### src/rtl/vec_pkg.sv
// Shared types and encodings for the vector-coprocessor command controller.
// Holds op-code/state enums, bus_sel encodings and the command decode helpers.
package vec_pkg;

  localparam int VLEN_MAX_DEF = 32;
  localparam int VLEN_W       = 6;
  localparam int CNT_W        = 6;

  typedef enum logic [2:0] {
    OP_CONFIG  = 3'd0,
    OP_ALU     = 3'd1,
    OP_MUL     = 3'd2,
    OP_ACC     = 3'd3,
    OP_ILLEGAL = 3'd7
  } op_e;

  typedef enum logic [2:0] {
    ST_IDLE = 3'd0,
    ST_READ = 3'd1,
    ST_EXEC = 3'd2,
    ST_WB   = 3'd3,
    ST_RSP  = 3'd4
  } state_e;

  localparam logic [1:0] BUS_NONE = 2'b00;
  localparam logic [1:0] BUS_ALU  = 2'b01;
  localparam logic [1:0] BUS_MUL  = 2'b10;
  localparam logic [1:0] BUS_ACC  = 2'b11;

  typedef struct packed {
    op_e        op;
    logic [4:0] src0;
    logic [4:0] src1;
    logic [4:0] dst;
    logic [7:0] imm;
    logic [1:0] alu_mode;
    logic       alu_op1_sel;
  } cmd_t;

  function automatic op_e decode_op(input logic [2:0] code);
    op_e op;
    case (code)
      3'd0:    op = OP_CONFIG;
      3'd1:    op = OP_ALU;
      3'd2:    op = OP_MUL;
      3'd3:    op = OP_ACC;
      default: op = OP_ILLEGAL;
    endcase
    return op;
  endfunction

  function automatic cmd_t decode_cmd(input logic [5:0]  fid,
                                      input logic [14:0] in0,
                                      input logic [7:0]  in1);
    cmd_t c;
    c.op          = decode_op(fid[2:0]);
    c.alu_mode    = fid[4:3];
    c.alu_op1_sel = fid[5];
    c.src0        = in0[4:0];
    c.src1        = in0[9:5];
    c.dst         = in0[14:10];
    c.imm         = in1;
    return c;
  endfunction

  function automatic logic [1:0] bus_for_op(input op_e op);
    logic [1:0] sel;
    case (op)
      OP_ALU:  sel = BUS_ALU;
      OP_MUL:  sel = BUS_MUL;
      OP_ACC:  sel = BUS_ACC;
      default: sel = BUS_NONE;
    endcase
    return sel;
  endfunction

endpackage

### src/rtl/vec_beat_counter.sv
// Down-counter that times the EXEC phase: load a beat count, decrement once per
// beat, and flag the final beat.
module vec_beat_counter #(
  parameter int W = 6
) (
  input  logic         clk,
  input  logic         reset,
  input  logic         i_load,
  input  logic [W-1:0] i_load_val,
  input  logic         i_dec,
  output logic [W-1:0] o_count,
  output logic         o_done
);

  logic [W-1:0] r_count;

  always_ff @(posedge clk or posedge reset) begin
    if (reset) begin
      r_count <= '0;
    end else if (i_load) begin
      r_count <= i_load_val;
    end else if (i_dec && (r_count != '0)) begin
      r_count <= r_count - W'(1);
    end
  end

  // A count of 0 also reads as done so a zero load can never stall EXEC.
  assign o_done  = (r_count[W-1:1] == '0);
  assign o_count = r_count;

endmodule

### src/rtl/vec_ctrl.sv
// Command controller for a CPU-attached vector unit: accepts one command at a
// time, sequences register-file/datapath control and returns a single response.
module vec_ctrl
  import vec_pkg::*;
#(
  parameter int MUL_LAT  = 2,
  parameter int VLEN_MAX = VLEN_MAX_DEF
) (
  input  logic        clk,
  input  logic        reset,
  input  logic        cmd_valid,
  output logic        cmd_ready,
  input  logic [9:0]  cmd_payload_function_id,
  input  logic [31:0] cmd_payload_inputs_0,
  input  logic [31:0] cmd_payload_inputs_1,
  output logic        rsp_valid,
  input  logic        rsp_ready,
  output logic [31:0] rsp_payload_outputs_0,
  output logic [4:0]  reg_op0_sel,
  output logic [4:0]  reg_op1_sel,
  output logic [4:0]  reg_wb_sel,
  output logic        wb_load,
  output logic [1:0]  bus_sel,
  output logic [1:0]  alu_mode,
  output logic        alu_op1_sel,
  output logic [7:0]  alu_imm,
  output logic [2:0]  vlmul,
  output logic [5:0]  vlen,
  output logic        acc_en,
  input  logic [7:0]  acc_out,
  output logic        busy
);

  localparam logic [VLEN_W-1:0] LP_VLEN_MAX = VLEN_W'(VLEN_MAX);
  localparam logic [CNT_W-1:0]  LP_MUL_LAT  = CNT_W'(MUL_LAT);

  state_e              r_state;
  state_e              w_state_next;
  cmd_t                r_cmd;
  cmd_t                w_cmd_in;
  logic [VLEN_W-1:0]   r_vlen;
  logic [2:0]          r_vlmul;
  logic [31:0]         r_rsp_data;
  logic [VLEN_W-1:0]   w_vlen_req;
  logic [VLEN_W-1:0]   w_vlen_grant;
  logic                w_accept;
  logic                w_cnt_load;
  logic                w_cnt_dec;
  logic                w_cnt_done;
  logic [CNT_W-1:0]    w_cnt_value;
  logic [CNT_W-1:0]    w_exec_len;
  logic                w_unused;

  assign w_cmd_in = decode_cmd(cmd_payload_function_id[5:0],
                               cmd_payload_inputs_0[14:0],
                               cmd_payload_inputs_1[7:0]);
  assign w_accept = cmd_valid && cmd_ready;

  assign w_vlen_req   = cmd_payload_inputs_0[VLEN_W-1:0];
  assign w_vlen_grant = (w_vlen_req > LP_VLEN_MAX) ? LP_VLEN_MAX : w_vlen_req;

  assign w_unused = &{1'b0, cmd_payload_function_id[9:6], cmd_payload_inputs_0[31:15],
                      cmd_payload_inputs_1[31:8], w_cnt_value};

  always_ff @(posedge clk or posedge reset) begin
    if (reset) begin
      r_state <= ST_IDLE;
    end else begin
      r_state <= w_state_next;
    end
  end

  always_comb begin
    w_state_next = r_state;
    cmd_ready    = 1'b0;
    busy         = 1'b1;
    wb_load      = 1'b0;
    bus_sel      = BUS_NONE;
    reg_wb_sel   = '0;
    acc_en       = 1'b0;
    rsp_valid    = 1'b0;
    w_cnt_load   = 1'b0;
    w_cnt_dec    = 1'b0;
    unique case (r_state)
      ST_IDLE: begin
        cmd_ready = 1'b1;
        busy      = 1'b0;
        if (cmd_valid) begin
          // CONFIG and ILLEGAL have nothing to execute and answer directly.
          if ((w_cmd_in.op == OP_CONFIG) || (w_cmd_in.op == OP_ILLEGAL)) begin
            w_state_next = ST_RSP;
          end else begin
            w_state_next = ST_READ;
          end
        end
      end
      ST_READ: begin
        w_cnt_load   = 1'b1;
        w_state_next = ST_EXEC;
      end
      ST_EXEC: begin
        w_cnt_dec = 1'b1;
        acc_en    = (r_cmd.op == OP_ACC);
        if (w_cnt_done) begin
          w_state_next = ST_WB;
        end
      end
      ST_WB: begin
        wb_load      = 1'b1;
        reg_wb_sel   = r_cmd.dst;
        bus_sel      = bus_for_op(r_cmd.op);
        w_state_next = ST_RSP;
      end
      ST_RSP: begin
        rsp_valid = 1'b1;
        if (rsp_ready) begin
          w_state_next = ST_IDLE;
        end
      end
      default: begin
        w_state_next = ST_IDLE;
      end
    endcase
  end

  // ACC runs one beat per vector element, with a floor of one beat.
  always_comb begin
    w_exec_len = CNT_W'(1);
    case (r_cmd.op)
      OP_MUL:  w_exec_len = LP_MUL_LAT;
      OP_ACC:  w_exec_len = (r_vlen == '0) ? CNT_W'(1) : CNT_W'(r_vlen);
      default: w_exec_len = CNT_W'(1);
    endcase
  end

  vec_beat_counter #(
    .W (CNT_W)
  ) u_beat_cnt (
    .clk        (clk),
    .reset      (reset),
    .i_load     (w_cnt_load),
    .i_load_val (w_exec_len),
    .i_dec      (w_cnt_dec),
    .o_count    (w_cnt_value),
    .o_done     (w_cnt_done)
  );

  always_ff @(posedge clk or posedge reset) begin
    if (reset) begin
      r_cmd      <= '0;
      r_vlen     <= LP_VLEN_MAX;
      r_vlmul    <= '0;
      r_rsp_data <= '0;
    end else begin
      if (w_accept) begin
        r_cmd <= w_cmd_in;
        if (w_cmd_in.op == OP_CONFIG) begin
          r_vlen     <= w_vlen_grant;
          r_vlmul    <= cmd_payload_inputs_1[2:0];
          r_rsp_data <= {{(32-VLEN_W){1'b0}}, w_vlen_grant};
        end else if (w_cmd_in.op == OP_ILLEGAL) begin
          r_rsp_data <= '1;
        end
      end
      // The accumulator result is captured on the writeback beat and then frozen.
      if (r_state == ST_WB) begin
        r_rsp_data <= (r_cmd.op == OP_ACC) ? {24'b0, acc_out} : 32'b0;
      end
    end
  end

  assign rsp_payload_outputs_0 = r_rsp_data;
  assign reg_op0_sel           = r_cmd.src0;
  assign reg_op1_sel           = r_cmd.src1;
  assign alu_mode              = r_cmd.alu_mode;
  assign alu_op1_sel           = r_cmd.alu_op1_sel;
  assign alu_imm               = r_cmd.imm;
  assign vlen                  = r_vlen;
  assign vlmul                 = r_vlmul;

endmodule

### config.mk
export PLATFORM = sky130hd
export DESIGN_NAME = vec_ctrl
export DESIGN_NICKNAME = d
export VERILOG_FILES = /design/src/rtl/vec_pkg.sv /design/src/rtl/vec_beat_counter.sv /design/src/rtl/vec_ctrl.sv
export SDC_FILE = /design/constraint.sdc
export NUM_CORES = 1
export LEC_CHECK = 0
export ABC_AREA = 1
export CAP_MARGIN = 20
export CELL_PAD_IN_SITES_DETAIL_PLACEMENT = 1
export CELL_PAD_IN_SITES_GLOBAL_PLACEMENT = 1
export CORE_ASPECT_RATIO = 0.5
export CORE_MARGIN = 10
export CORE_UTILIZATION = 30
export CTS_BUF_LIST = sky130_fd_sc_hd__clkbuf_8
export CTS_CLUSTER_DIAMETER = 100
export CTS_CLUSTER_SIZE = 40
export DETAILED_ROUTE_END_ITERATION = 10
export HOLD_SLACK_MARGIN = 0.06
export PLACE_DENSITY_LB_ADDON = 0.25
export SLEW_MARGIN = 20
export SYNTH_ARGS = -nofsm -noshare
export SYNTH_HDL_FRONTEND = slang
export SYNTH_SLANG_ARGS = --single-unit
### constraint.sdc
create_clock -name clk -period 5.6 [get_ports clk]
set_input_delay 1.68 -clock clk [delete_from_list [all_inputs] [get_ports clk]]
set_output_delay 1.68 -clock clk [all_outputs]
set_load 0.02 [all_outputs]
==> Word level (Yosys, flattened, before mapping) <==
Cells that the tools add are included.
{ "op_classes": {"addsub": 1, "n_mul": 0, "n_div": 0, "magnitude_cmp": 1, "eq_ne": 14, "n_shift": 0, "n_mux": 26, "bitwise_logic": 0, "n_reduce_logical": 15} }
{ "ops": {"columns": ["cell", "count"], "rows": [
  ["2-to-1 mux 32 bit", 4],
  ["2-to-1 mux 6 bit", 4],
  ["== test 3 x 2 -> 1 bit (second input constant)", 6],
  ["case mux 3 bit (5 select lines)", 1],
  ["2-to-1 mux 3 bit", 4],
  ["case mux 3 bit (4 select lines)", 1],
  ["case mux 6 bit (2 select lines)", 1],
  ["== test 3 x 1 -> 1 bit (second input constant)", 3],
  ["zero test 3 bit", 3],
  ["2-to-1 mux 8 bit", 1],
  ["2-to-1 mux 1 bit", 7],
  ["== test 3 bit (second input constant)", 2],
  ["greater-than comparator 6 bit (second input constant)", 1],
  ["zero test 6 bit", 1],
  ["case mux 2 bit (3 select lines)", 1],
  ["nonzero test 6 bit", 1],
  ["subtractor 6 x 1 -> 6 bit (second input constant)", 1],
  ["zero test 5 bit", 1],
  ["2-to-1 mux 5 bit", 1],
  ["!= test 2 bit (second input constant)", 2],
  ["AND reduction 2 bit", 2],
  ["nonzero test 2 bit", 2],
  ["AND reduction 3 bit", 1],
  ["nonzero test 3 bit", 1],
  ["4 further kinds", 5]
]} }
{ "totals": {"regBits": 79, "latchBits": 0, "ram_bits": 0, "rom_bits": 0, "input_bits": 86, "output_inout_bits": 74, "elab_cells": 69, "memories": 0} }

==> Logic depth before layout (Yosys ltp) <==
{ "depth": {"word_depth": 7, "mapped_depth": 9, "mapped_depth_nobuf": 9} }

==> Modules after synthesis <==
A second synthesis with hierarchy kept.
{ "unflattened": {"cells_unflattened": 393, "area_unflattened_um2": 3091.7} }
{ "by_module_without_submodules": {"columns": ["module", "n_inst", "cells_per_inst", "area_each_um2", "seq_area_each_um2"], "rows": [
  ["vec_ctrl", 1, 336, 2628.8, 1252.5],
  ["vec_beat_counter", 1, 57, 462.9, 150.1]
]} }

==> Worst setup path after synthesis <==
OpenSTA, ideal clock, no wires.
{ "synth_timing": {"kind": "register -> output", "start": "register r_state[2]", "end": "output bus_sel[0]", "t_arrival_ns": 1.301, "t_required_ns": 3.920, "setup_slack_ns": 2.619, "path_stages_with_launch": 5, "n_path_buf": 1, "cell_sequence": "dfrtp_1 > inv_2 > nand3_2 > buf_2 > nor3_1"} }
{ "synth_via": {"elab_chain_len": 2} }
{ "synth_rtl": {"columns": ["item", "line", "rtl"], "rows": [
  ["from (decl)", "vec_ctrl.sv:37", "state_e r_state;"],
  ["from (signal assigned)", "vec_ctrl.sv:69", "r_state <= w_state_next;"],
  ["== test 3 x 2 -> 1 bit", "vec_ctrl.sv:84", "unique case (r_state)"],
  ["2-to-1 mux 2 bit", "vec_ctrl.sv:84", null],
  ["to (decl)", "vec_ctrl.sv:23", "output logic [1:0] bus_sel,"]
]} }
Every way passes these cells.

==> Final worst setup path <==
Same ends and word-level chain as after synthesis.

==> impl_results.md <==
- Status: completed
- Unrepaired setup endpoints after global routing: false
- Busiest grt layer: met2
- Die ar.: 0.0147 sq mm
- Chain of cells forming the critical path: inv_2 > nand3_2 > nor3_1 > clkdlybuf4s50_1
- Initial DRC count: 100
- Avg WL per Cell: approximately 15 um
- Max Slew Vio Count: 0
- I/O pin cnt: 160
- Gr ovfl total: 0
- Largest net degree at the start of global routing: 35
- Final hold vios: 0
- Register area: 0.00140 sq mm
- VDD IR-drop max: 216 uV
- Sequential Power Share: approximately 31%
- CTS H-tree lvls: 2
- Setup_tns: 0 ns
- Leak pwr: approximately 1.9 nW
- P_sw: about 1.1 mW
- Post-Syn Area: 0.00301 sq mm
- Fin nets: 547
- DRT Wirelength: approximately 9.0 mm
- Seq/Total Area, Yosys: between 40% and 50%
- First-pass GRT wire length: around 15 mm
- CTS tree: built
- Die Wd: approximately 160 um
- Vias per inst: 4.29
- FF-to-FF setup slack: between 3 and 4 ns
- Diode count: 0
- Syn-to-layout area delta: 34.0%
- Final Non-Filler Cells: 594
- Dpl hpwl: 6.94 mm
- CTS sink count: 56
- PortBufs: approximately 110
- Insertion delay to the later sink of the worst-skew pair: 0.32 ns
- Antenna viol nets, final: 0
- Critical path arrival: approximately 2.2 ns
- Final hold slack: approximately 0.48 ns
- Core Rows: 25
- Met1 Use GR: between 10% and 20%
- Core region area: just under 0.01 sq mm
- Clock root buffer: clkbuf_8
- Avg Inst Size Synth: 7.69 sq um
- Max Clk Rate: 260 MHz
- Ys Warns: 0
- Final setup viols: 0
- Hold-fix buffers at CTS: 0
- Fin area: 0.00403 sq mm
- Worst hold path type: flop to flop
- WP data required: 3.92 ns
- Reg2reg path depth: 7
- Cts repair resizes: 0
- Hold depth: 2
- Syn Nets: between 400 and 500
- Worst Path Max Fanout: 19
- Yosys reg bits: 56
- Filler instances: 1152
- Cell internal pwr: between 1 and 1.5 mW
- Post-Place Cells: 587
- Die Ht: 90.8 um
- GPL Wtd Cong: 0.787
- Critical path's slowest cell: clkdlybuf4s50_1
- Setup Skew: 0.0112 ns
- CP peak stage delay: between 0.6 and 0.7 ns
- Clk network pwr share: 10.1%
- Setup crit end kind: output pin
- Crit-path leading delay family: buffers and inverters
- CP Depth: 4
- Unique cell type count in the Yosys netlist: 27
- Area of the multi-input gates: ~0.0011 sq mm
- Slew margin rel.: roughly half
- Post-DP Area: 0.00393 sq mm
- Vias in the first global route: around 2800
- Worst path bufs/invs: 2
- Worst slew pin tran: ~0.75 ns
- Initial Util: between 30% and 40%
- Pwr dens: between 600 and 700 mW/mm^2
- Post-CTS Setup Inserts: 0
- GR Util All Layers: 12.3%
- Met3 capacity usage during global routing: about 4.7%
- Post-Synthesis Cells: just under 400
- Fin crit share: between 60% and 70%
- MaxCap Viol Count: 0
- Share of layout cells above drive strength 1: just under 7%
- TritonCTS Buffers: 5
- Drt pass-1 iters: 4
- DRC: 0
- Clock transition at path regs: around 0.11 ns
- Net Sw Frac: between 40% and 50%
- Overall Power: around 2.4 mW
- Clock buffer depth: 2
- Met2 GRT Util: a little over a fifth
- Initial antenna violation count: 0
- Tmin final: approximately 3.8 ns
- Combinational Power Share: between 50% and 60%
- CP Class: flop to output pin
- Via count: ~2500
- Startpoint types: flop
[power groups by stage]
stage / combinational (mW) / clock (mW) / sequential (mW)
5_1_grt: 1.59 / 0.276 / 0.784
3_3_place_gp: 1.45 / 0 / 0.750
3_5_place_dp: 1.47 / 0 / 0.762
2_1_floorplan: 0.944 / 0 / 0.812
6_report: 1.44 / 0.247 / 0.751
4_1_cts: 1.47 / 0.259 / 0.755
[final cells by class]
class                   instances  share of cell area [%]
flip-flops and latches         56                    34.8
repair buffers                116                    28.7
multi-input cells             245                    26.6
well taps                     135                    4.19
inverters                      35                    3.26
clock buffers                   7                    2.39
[logic make-up (layout without fill, tap and decap cells)]
| kind of cell | after synthesis | in the layout | share of synthesized area, % |
|---|---|---|---|
| AND/OR/NAND/NOR | 209 | 209 | 28.7 |
| buffers and inverters | 90 | 158 | 17.7 |
| flip-flops | 56 | 56 | 46.7 |
| AO/OA/AOI/OAI | 34 | 34 | 6.16 |
| adder cells (fa/ha/maj) | 2 | 2 | 0.833 |
[flip-flops by register name, indices dropped and copies added (netlist names)]
| name | flops |
|---|---|
| u_beat_cnt.o_count | 6 |
| alu_mode | 2 |
| reg_op1_sel | 5 |
| alu_imm | 8 |
| rsp_payload_outputs_0 | 9 |
| vlen | 6 |
| r_state | 3 |
| r_cmd | 8 |
| alu_op1_sel | 1 |
| reg_op0_sel | 5 |
| vlmul | 3 |
[stage by stage]
stage	util [%]	setup WS, ns
2_1_floorplan	-	2.55
3_3_place_gp	40.9	1.86
3_5_place_dp	40.9	1.89
4_1_cts	41.9	1.71
5_1_grt	41.9	1.57
6_report	41.9	1.76
[cell usage after synthesis, drive strengths merged]
library cell	number	area share, %
nor2	40	5.7
buf	55	13
nand2	144	18
nand3	21	4.1
nor3	3	0.67
a31oi	1	0.21
o211ai	1	0.25
dfrtp	55	46
a21oi	6	1.1
dfstp	1	0.87
nand4	1	0.21
o21bai	1	0.25
o21ai	23	3.8
ha	2	0.83
inv	35	4.4
a22oi	2	0.50
[tightest hold or removal path, stage by stage (launching register included)]
cell and delay, ns:
dfrtp_1 0.36, nand2_1 0.05, nand2_1 0.04
[path summary, 6_finish.rpt]
check	startpoint	to
max reg2reg	r_state[0]	vlen[2]
min reg2reg	alu_imm[3]	alu_imm[3]
min in group asynchronous	reset	reg_op1_sel[3]
min	alu_imm[3]	alu_imm[3]
max	r_state[2]	bus_sel[0]
max in group asynchronous	reset	vlen[5]
[layer usage]
layer	part of all wire, %	wire, um
met5	0	0
met4	0.78	70
met3	6.9	619
met2	49	4410
met1	43	3920
[cell usage in the layout (no fill, tap or decap), drive strengths merged]
cell / instances
nand3: 21
clkdlybuf4s50: 114
a21oi: 6
dfrtp: 55
nand4: 1
nor2: 40
a31oi: 1
buf: 2
dfstp: 1
clkbuf: 7
nand2: 144
inv: 35
o211ai: 1
nor3: 3
ha: 2
o21bai: 1
a22oi: 2
o21ai: 23
Power figures use the tool's default switching activity.
